$ cat config.mk
export PLATFORM = sky130hd
export DESIGN_NAME = mem_wb_stage
export DESIGN_NICKNAME = d
export VERILOG_FILES = /design/src/rtl/mem_wb_stage.sv
export SDC_FILE = /design/constraint.sdc
export NUM_CORES = 1
export LEC_CHECK = 0
export BUFFER_PORTS_ARGS = -buffer_cell sky130_fd_sc_hd__clkbuf_2
export CAP_MARGIN = 20
export CORE_ASPECT_RATIO = 1.1
export CORE_UTILIZATION = 25
export CTS_CLUSTER_SIZE = 28
export DETAILED_ROUTE_END_ITERATION = 8
export PLACE_DENSITY = 0.51
export REMOVE_ABC_BUFFERS = 1
export SYNTH_ARGS = -nofsm -noshare
export SYNTH_HDL_FRONTEND = slang
export SYNTH_SLANG_ARGS = --single-unit
$ cat constraint.sdc
create_clock -name clock -period 2.18 [get_ports clock]
set_input_delay 0.109 -clock clock [delete_from_list [all_inputs] [get_ports clock]]
set_output_delay 0.109 -clock clock [all_outputs]
set_load 0.01 [all_outputs]
$ cat src/rtl/mem_wb_stage.sv
// rtl/mem_wb_stage.sv - MEM/WB stage: dmem handshake, store lane steering, load extension, RegFile write port
// One EX result in flight at a time; IDLE -> (MEM) -> WB, with a new op accepted during WB.
module mem_wb_stage #(
   parameter int unsigned TIMEOUT = 16
) (
   input  logic        clock,
   input  logic        reset,
   input  logic        in_valid,
   output logic        in_ready,
   input  logic [31:0] ALUout,
   input  logic [31:0] in_wdata,
   input  logic [2:0]  MemOp,
   input  logic [4:0]  rd,
   input  logic        MemtoReg,
   input  logic        MemWr,
   input  logic        RegWr,
   output logic        dmem_req,
   output logic        dmem_we,
   output logic [31:0] dmem_addr,
   output logic [31:0] dmem_wdata,
   output logic [3:0]  dmem_wmask,
   input  logic [31:0] dmem_rdata,
   input  logic        dmem_ack,
   output logic        wb_en,
   output logic [4:0]  wb_rd,
   output logic [31:0] wb_data,
   output logic        misalign,
   output logic        bus_err
);

   typedef enum logic [1:0] {
      S_IDLE = 2'd0,
      S_MEM  = 2'd1,
      S_WB   = 2'd2
   } state_t;

   localparam logic [15:0] TO_LAST = (TIMEOUT == 0) ? 16'd0 : 16'(TIMEOUT - 1);

   state_t      state_q;
   logic [31:0] addr_q;
   logic [2:0]  op_q;
   logic [4:0]  rd_q;
   logic        load_q;
   logic        regwr_q;
   logic [15:0] cnt_q;

   logic        dmem_req_q;
   logic        dmem_we_q;
   logic [31:0] dmem_addr_q;
   logic [31:0] dmem_wdata_q;
   logic [3:0]  dmem_wmask_q;
   logic        wb_en_q;
   logic [4:0]  wb_rd_q;
   logic [31:0] wb_data_q;
   logic        misalign_q;
   logic        bus_err_q;

   // Incoming op decode; a simultaneous MemtoReg & MemWr is treated as a store.
   logic        in_load;
   logic        in_store;
   logic        in_mem;
   logic        in_aligned;
   logic [31:0] st_wdata;
   logic [3:0]  st_wmask;

   always_comb begin
      in_load    = MemtoReg & ~MemWr;
      in_store   = MemWr;
      in_mem     = in_load | in_store;
      in_aligned = 1'b1;
      st_wdata   = in_wdata;
      st_wmask   = 4'b1111;
      case (MemOp[1:0])
         2'b00: begin
            st_wdata = {4{in_wdata[7:0]}};
            st_wmask = 4'b0001 << ALUout[1:0];
         end
         2'b01: begin
            in_aligned = ~ALUout[0];
            st_wdata   = {2{in_wdata[15:0]}};
            st_wmask   = 4'b0011 << {ALUout[1], 1'b0};
         end
         default: begin
            in_aligned = (ALUout[1:0] == 2'b00);
         end
      endcase
   end

   // Load data extraction from the returned word, based on the latched address and op.
   logic [31:0] ld_byte_w;
   logic [31:0] ld_half_w;
   logic [31:0] ld_ext;

   always_comb begin
      ld_byte_w = dmem_rdata >> {addr_q[1:0], 3'b000};
      ld_half_w = dmem_rdata >> {addr_q[1], 4'b0000};
      case (op_q[1:0])
         2'b00:   ld_ext = op_q[2] ? {24'd0, ld_byte_w[7:0]}
                                   : {{24{ld_byte_w[7]}}, ld_byte_w[7:0]};
         2'b01:   ld_ext = op_q[2] ? {16'd0, ld_half_w[15:0]}
                                   : {{16{ld_half_w[15]}}, ld_half_w[15:0]};
         default: ld_ext = dmem_rdata;
      endcase
   end

   logic timed_out;
   assign timed_out = (TIMEOUT != 0) && (cnt_q == TO_LAST);

   always_ff @(posedge clock or negedge reset) begin
      if (!reset) begin
         state_q      <= S_IDLE;
         addr_q       <= '0;
         op_q         <= '0;
         rd_q         <= '0;
         load_q       <= 1'b0;
         regwr_q      <= 1'b0;
         cnt_q        <= '0;
         dmem_req_q   <= 1'b0;
         dmem_we_q    <= 1'b0;
         dmem_addr_q  <= '0;
         dmem_wdata_q <= '0;
         dmem_wmask_q <= '0;
         wb_en_q      <= 1'b0;
         wb_rd_q      <= '0;
         wb_data_q    <= '0;
         misalign_q   <= 1'b0;
         bus_err_q    <= 1'b0;
      end else begin
         wb_en_q    <= 1'b0;
         misalign_q <= 1'b0;
         bus_err_q  <= 1'b0;
         if (state_q == S_MEM) begin
            if (dmem_ack || timed_out) begin
               state_q      <= S_WB;
               dmem_req_q   <= 1'b0;
               dmem_we_q    <= 1'b0;
               dmem_addr_q  <= '0;
               dmem_wdata_q <= '0;
               dmem_wmask_q <= '0;
               wb_rd_q      <= rd_q;
               if (dmem_ack) begin
                  wb_en_q   <= load_q & regwr_q & (rd_q != 5'd0);
                  wb_data_q <= load_q ? ld_ext : addr_q;
               end else begin
                  bus_err_q <= 1'b1;
                  wb_data_q <= addr_q;
               end
            end else begin
               cnt_q <= cnt_q + 16'd1;
            end
         end else if (in_valid) begin
            addr_q  <= ALUout;
            op_q    <= MemOp;
            rd_q    <= rd;
            load_q  <= in_load;
            regwr_q <= RegWr;
            wb_rd_q <= rd;
            if (in_mem && in_aligned) begin
               state_q      <= S_MEM;
               cnt_q        <= '0;
               dmem_req_q   <= 1'b1;
               dmem_we_q    <= in_store;
               dmem_addr_q  <= {ALUout[31:2], 2'b00};
               dmem_wdata_q <= in_store ? st_wdata : 32'd0;
               dmem_wmask_q <= in_store ? st_wmask : 4'b0000;
            end else begin
               state_q    <= S_WB;
               misalign_q <= in_mem;
               wb_en_q    <= ~in_mem & RegWr & (rd != 5'd0);
               wb_data_q  <= ALUout;
            end
         end else begin
            state_q <= S_IDLE;
         end
      end
   end

   assign in_ready   = (state_q != S_MEM);
   assign dmem_req   = dmem_req_q;
   assign dmem_we    = dmem_we_q;
   assign dmem_addr  = dmem_addr_q;
   assign dmem_wdata = dmem_wdata_q;
   assign dmem_wmask = dmem_wmask_q;
   assign wb_en      = wb_en_q;
   assign wb_rd      = wb_rd_q;
   assign wb_data    = wb_data_q;
   assign misalign   = misalign_q;
   assign bus_err    = bus_err_q;

endmodule

==> results of run 1 <==
==> metal layers <==
layer	wire length (um)	GRT usage, %	vias to the layer above	share of wire, %
met5	22	0	-	0.080
met4	367	4.49	4	1.3
met3	1870	4.55	25	6.8
met2	13100	28.0	252	48
met1	12100	21.3	3603	44
li1	-	-	3489	-
==> cell usage after synthesis (all sizes together), types with 5 or more instances <==
library cell | n | area share, %
a21o | 8 | 0.74
a21oi | 25 | 1.5
a221o | 6 | 0.74
a221oi | 15 | 1.6
a22o | 6 | 0.64
a22oi | 10 | 0.92
a32o | 7 | 0.86
and3 | 12 | 0.92
buf | 29 | 2.5
clkbuf | 30 | 1.4
dfrtp | 168 | 52
mux2 | 50 | 6.9
mux2i | 31 | 3.8
nand2 | 139 | 6.4
nand3 | 14 | 0.86
nand3b | 7 | 0.64
nand4 | 7 | 0.61
nor2 | 43 | 2.0
nor3 | 8 | 0.49
nor3b | 5 | 0.58
o21ai | 69 | 4.2
o22ai | 14 | 1.1
o31ai | 37 | 3.4
xnor2 | 6 | 0.64
xor2 | 7 | 0.75
==> repair_timing <==
action                                  CTS  global route
hold buffers                             65             0
endpoints found under the setup margin    0            48
endpoints found under the hold margin   139             0
gates resized for setup                   0             4
==> layout make-up <==
type,count,area [um^2],share of cell area (%)
clock inverters,14,131,1.17
inverters,5,18.8,0.168
clock buffers,18,429,3.84
multi-input cells,569,3690,33.0
well taps,426,533,4.77
flip-flops and latches,168,4200,37.6
repair buffers,329,2180,19.5
==> worst max-delay path by stage <==
stage	endpoint	from
finish	wb_data[6]$_DFFE_PN0P_	cnt_q[0]$_DFFE_PN0P_
global route	wb_data[7]$_DFFE_PN0P_	cnt_q[0]$_DFFE_PN0P_
CTS	dmem_wdata[24]$_DFFE_PN0P_	cnt_q[5]$_DFFE_PN0P_
detailed placement	dmem_wdata[29]$_DFFE_PN0P_	cnt_q[5]$_DFFE_PN0P_
global placement	wb_data[6]$_DFFE_PN0P_	cnt_q[0]$_DFFE_PN0P_
floorplan	dmem_wdata[0]$_DFFE_PN0P_	state_q[1]$_DFFE_PN0P_
==> sequential cells by signal (all words and copies together), names as in the netlist, 2 cells and up <==
signal,flops
op_q,3
state_q,2
dmem_wmask,4
dmem_wdata,32
wb_rd,5
wb_data,32
cnt_q,16
rd_q,5
dmem_addr,30
addr_q,32
==> tightest hold or removal path, cell delays in order <==
cell and delay [ns]:
clkbuf_2 0.09, mux2i_1 0.14, o31ai_1 0.08
==> cell families (layout without fill, tap and decap cells) <==
group | after synthesis | in the layout | share of synthesized area (%)
simple gates | 257 | 257 | 14.4
compound gates | 215 | 215 | 17.7
flops | 168 | 168 | 51.6
mux | 81 | 81 | 10.7
buf+inv | 64 | 366 | 4.07
xor+xnor | 13 | 13 | 1.40
fa+ha+maj | 1 | 1 | 0.153
other cells | 1 | 2 | 0.0460
==> stage by stage <==
step	setup TNS, ns	setup slack (ns)	cells
2_1_floorplan	-316.40	-2.58	742
3_3_place_gp	0	0.131	1432
3_5_place_dp	0	0.0675	1432
4_1_cts	0	0.0955	1529
5_1_grt	0	0.0204	1529
6_report	0	0.169	1529
==> power by group through the flow <==
stage	Combinational, mW	Clock (mW)	Sequential [mW]
finish	2.84	2.95	4.17
global placement	2.75	0	4.22
detailed placement	2.78	0	4.22
CTS	2.87	3.05	4.18
floorplan	1.10	0	4.45
global route	3.12	3.16	4.26
==> metrics, run 1 <==
status complete, no violations; CTS root buffer clkbuf_16; I/O pin count 222; Clock power frac 29.7%; initial antenna violation count 2; FP Rows 69; core area 32200 um^2; Max-cap violations 0; Final setup viols 0; Slew Viols, Final 0; Starting DRT DRC Count 398; final design utilization 34.7%; share of post-route cells with drive strength above 1 32.5%; netlist area before placement 8150 um^2; first-pass GRT wire length 42800 um; global route overflow 0; Worst R2R Path Depth 7; commonest non-fill, non-tap cells in the layout clkbuf_2 (218), dfrtp_1 (168), nand2_1 (138); Die Footprint 33300 um^2; Post-synth EDFFs 0; area added between synthesis and finish 37.2%; crit path DAT 2.33 ns; worst skew pair latency 0.44 ns; main flop type after synthesis dfrtp_1; worst r2r dst wb_data[6]$_DFFE_PN0P_; combinational power share 28.5%; commonest non-fill, non-tap cell in the layout clkbuf_2; Hold Crit Depth 3; power density cells 890 nW/um^2; internal power 6.52 mW; vias in the first global route 7403; Hold Startpoint in_wdata[12]; TritonCTS clock tree yes; DRC Markers 0; post-CTS repair timing setup buffer count 0; Final Wtd Congestion 0.793; Slew @ Worst Pin 0.979 ns; ant diodes 0; achievable frequency 497 MHz; largest net degree at the start of global routing 52; Total Power 9.96 mW; flop-to-flop setup slack 0.17 ns; Cell Chain, Critical Path ha_1 -> and3_1 -> nand4_4 -> o2bb2ai_4 -> clkinv_1 -> o21ai_0 -> nand2_1; relative slew slack 34.5%; Final Hold Violating Endpoints 0; clk sinks 168; Via density 4.82; Hold WC Path Type in2reg; FILL cells 3306; Pleak 5.26 nW; CP bufs+invs 1; H-tree Lvls 4; WHS Endpoint dmem_wdata[12]$_DFFE_PN0P_; switching pwr 3.44 mW; I/O Buffers 219; Net Sw Frac 34.6%; critical-path cell with the highest stage delay dfrtp_1; Flop pwr share 41.8%; R2R Path Start cnt_q[0]$_DFFE_PN0P_; Placed Instance Area 9940 um^2; Die X 174 um; count of cell types in the netlist 58; maximum clock path buffer count 2; chip height 191 um; Tmin final 2.01 ns; drt wl/cell 18.0 um; Initial Util 25.3%; Total GRT Usage 16.8%; Worst VDD drop 0.000516 V; Routed Wire Length 27500 um; Min Hold Slack 0.0165 ns; Finished Cell Area 11200 um^2; CP max FO 10; Levels on crit path 7; DR vias 7373; final setup skew 0.0204 ns; max incr delay on CP 0.41 ns; Async SR Flop Fraction 100%; register area share after synthesis 51.6%; number of detailed-route iterations in the first pass 5; Mean Syn Cell Area 10.2 um^2; Worst EP required 2.50 ns; CTS Buf Count 17; type of element capturing the critical path flip-flop; #FFs+latches synth 168; Syn Inst Count 800; Worst-path clk slew 0.08 ns; Crit path max-delay family simple AND/OR/NAND/NOR gates; DP HPWL 19500 um; Ys Warns 0; Crit Path Category reg2reg; final period utilization 92.2%; critical path launch point type flip-flop; nets 1202; Antenna Violating Nets Remaining 0; RSZ-0062 raised after global routing no
(Power assumes the default switching activity.)
==> run 2: changes to the inputs <==
Settings changed: ABC_AREA set to 1, GPL_TIMING_DRIVEN set to 0.
==> metrics, run 2 <==
status complete, no violations; vias in the first global route 8240 (+11%); Total GRT Usage 18.0% (+1.2 points); Via density 4.52 (-6.2%); Hold Crit Depth 3 (unchanged); CTS Buf Count 17 (unchanged); I/O Buffers 219 (unchanged); Post-synth EDFFs 0 (unchanged); Starting DRT DRC Count 468 (+18%); Syn Inst Count 1136 (+42%); TritonCTS clock tree yes; Mean Syn Cell Area 7.46 um^2 (-27%); Finished Layout Cells 1848 (+21%); critical path launch point type flip-flop; first-pass GRT wire length 47400 um (+11%); relative slew slack 31.4% (-3.1 points); Net Sw Frac 35.2% (+0.65 points); internal power 6.62 mW (+1.6%); drt wl/cell 16.6 um (-7.6%); simple-gate share of the synthesized area 28.6% (+14 points); WHS Endpoint addr_q[0]$_DFFE_PN0P_; flop-to-flop setup slack 0.15 ns (-0.02 ns); Worst R2R Path Depth 9 (+2); Synth top cells by count nand2_1 (411), dfrtp_1 (168), nor2_1 (135), o21ai_0 (94), inv_1 (74); Min Hold Slack 0.0152 ns (-0.00139 ns); Synth area leaders dfrtp_1 (50%), nand2_1 (18%), nor2_1 (6.0%); post-synthesis compound-gate area fraction 13.9% (-3.8 points); mux contribution to synthesized area 0.118% (-11 points); maximum clock path buffer count 2 (unchanged); H-tree Lvls 4 (unchanged); Hold Startpoint ALUout[0]; Initial Util 25.5% (+0.13 points); Finished Cell Area 11600 um^2 (+3.3%); RSZ-0062 raised after global routing no; share of post-route cells with drive strength above 1 22.0% (-10 points); type of element capturing the critical path flip-flop; Final Hold Violating Endpoints 0 (unchanged); power density cells 884 nW/um^2 (-0.66%); main flop type after synthesis dfrtp_1; combinational power share 29.5% (+1.0 points); Die Footprint 34600 um^2 (+3.8%); clk sinks 168 (unchanged); dominant cell type by area after synthesis dfrtp_1; DR vias 8361 (+13%); global route overflow 0 (unchanged); Worst EP required 2.50 ns (about the same); chip height 195 um (+1.9%); nets 1514 (+26%); count of cell types in the netlist 36 (-38%); crit path DAT 2.36 ns (+0.03 ns); main combinational cell family by area after synthesis simple AND/OR/NAND/NOR gates; final design utilization 34.7% (about the same); netlist area before placement 8470 um^2 (+3.9%); Tmin final 2.03 ns (+0.0224 ns); Worst-path clk slew 0.07 ns (about the same); final period utilization 93.3% (+1.0 points); Final Wtd Congestion 0.823 (+3.8%); DRC Markers 0 (unchanged); initial antenna violation count 2 (unchanged); Clock power frac 29.7% (about the same); CP max FO 38 (+28); critical-path cell with the highest stage delay dfrtp_1; CTS root buffer clkbuf_16; #FFs+latches synth 168 (unchanged); Die X 178 um (+1.9%); Slew @ Worst Pin 1.03 ns (+0.0487 ns); Routed Wire Length 30700 um (+12%); Slew Viols, Final 0 (unchanged); Final setup viols 0 (unchanged); number of detailed-route iterations in the first pass 5 (unchanged); R2R Path Start state_q[1]$_DFFE_PN0P_; area added between synthesis and finish 36.4%; XOR/XNOR Fraction of Synth Area 0.414% (-0.98 points); Async SR Flop Fraction 100% (unchanged); Ys Warns 0 (unchanged); most frequent cell after synthesis nand2_1; core area 33300 um^2 (+3.4%); Pleak 5.79 nW (+10%); Hold WC Path Type in2reg; Antenna Violating Nets Remaining 0 (unchanged); Worst VDD drop 0.000551 V (+6.9%); share of the synthesized area in the top cell type 49.6% (-1.9 points); achievable frequency 492 MHz (-1.1%); final setup skew 0.0143 ns (-0.00609 ns); Total Power 10.2 mW (+2.6%); Placed Instance Area 10100 um^2 (+1.2%); switching pwr 3.60 mW (+4.6%); placed cells 1738 (+21%); synthesized-area fraction occupied by adder cells 0.148% (-0.0057 points); largest net degree at the start of global routing 63 (+21%); I/O pin count 222 (unchanged); FP Rows 70 (+1.4%); worst skew pair latency 0.44 ns (about the same); max incr delay on CP 0.40 ns (about the same); commonest non-fill, non-tap cells in the layout nand2_1 (408), clkbuf_2 (218), dfrtp_1 (166); DP HPWL 20200 um (+3.5%); register area share after synthesis 49.6% (-1.9 points); Flop pwr share 40.8% (-1.0 points); commonest non-fill, non-tap cell in the layout nand2_1; Max-cap violations 0 (unchanged); Cell Chain, Critical Path nor2_4 -> buf_16 -> inv_8 -> nor2_2 -> nand2_4 -> nand2_8 -> clkinv_16 -> o211ai_1 -> nand2_1; Crit Path Category reg2reg; worst r2r dst wb_data[1]$_DFFE_PN0P_
==> run 2: final cells by class <==
cell class	instances	area (um^2)
fillers	3566	21700
clock buffers	22	474
inverters	80	342
repair buffers	304	2130
clock inverters	10	96.3
diodes	1	2.50
multi-input cells	831	3760
well taps	432	541
flip-flops and latches	168	4210
==> run 2: worst max-delay path by stage <==
stage                      startpoint                   endpoint  cells after the start
2_1_floorplan  state_q[1]$_DFFE_PN0P_  dmem_addr[10]$_DFFE_PN0P_                      8
3_3_place_gp   state_q[1]$_DFFE_PN0P_  dmem_addr[19]$_DFFE_PN0P_                      8
3_5_place_dp   state_q[1]$_DFFE_PN0P_     wb_data[1]$_DFFE_PN0P_                      9
4_1_cts          cnt_q[1]$_DFFE_PN0P_    wb_data[29]$_DFFE_PN0P_                     11
5_1_grt            load_q$_DFFE_PN0P_     wb_data[6]$_DFFE_PN0P_                      7
6_report       state_q[1]$_DFFE_PN0P_     wb_data[1]$_DFFE_PN0P_                      9
==> run 2: metrics by stage <==
| step | setup TNS, ns | setup WS [ns] |
|---|---|---|
| 6_report | 0 | 0.147 |
| 4_1_cts | 0 | 0.0229 |
| 3_3_place_gp | -1237.91 | -6.33 |
| 2_1_floorplan | -263.46 | -2.38 |
| 3_5_place_dp | -122.67 | -1.53 |
| 5_1_grt | 0 | 0.00310 |
==> run 2: per-layer routing <==
layer	wire length [um]	vias to the layer above	global-route usage, %
met4	561	2	5.67
li1	-	4166	-
met1	13900	3939	23.6
met2	14700	226	29.6
met5	13	-	0
met3	1490	28	3.49
==> run 2: critical path, delay by kind of cell (launching register included) <==
| family | cells | cell delay (ns) |
|---|---|---|
| buffers and inverters | 3 | 0.53 |
| AOI/OAI and AO/OA | 1 | 0.15 |
| and+or+nand+nor | 5 | 0.80 |
| DFF | 1 | 0.40 |
==> run 2: logic make-up (layout without fill, tap and decap cells) <==
| kind of cell | Yosys count | after routing |
|---|---|---|
| AOI/OAI and AO/OA | 213 | 213 |
| buffers and inverters | 140 | 416 |
| and+or+nand+nor | 608 | 610 |
| other | 1 | 3 |
| xor gates and xnor gates | 4 | 4 |
| DFF | 168 | 168 |
| adders and majority gates | 1 | 1 |
| muxes | 1 | 1 |
==> run 2: repair_timing <==
action | CTS | global route
hold buffers | 62 | 0
hold endpoints to repair | 143 | 0
endpoints found under the setup margin | 151 | 67
gates resized for setup | 18 | 9
setup buffers | 8 | 3
pin swaps | 5 | 4
cloned | 4 | 0
==> run 2: power groups by stage <==
stage	clock [mW]	combinational [mW]	sequential, mW
after floorplan	0	1.16	4.43
after global placement	0	2.63	4.24
after detailed placement	0	2.75	4.24
after CTS	3.13	3.03	4.19
after global routing	3.26	3.38	4.26
final	3.04	3.01	4.17
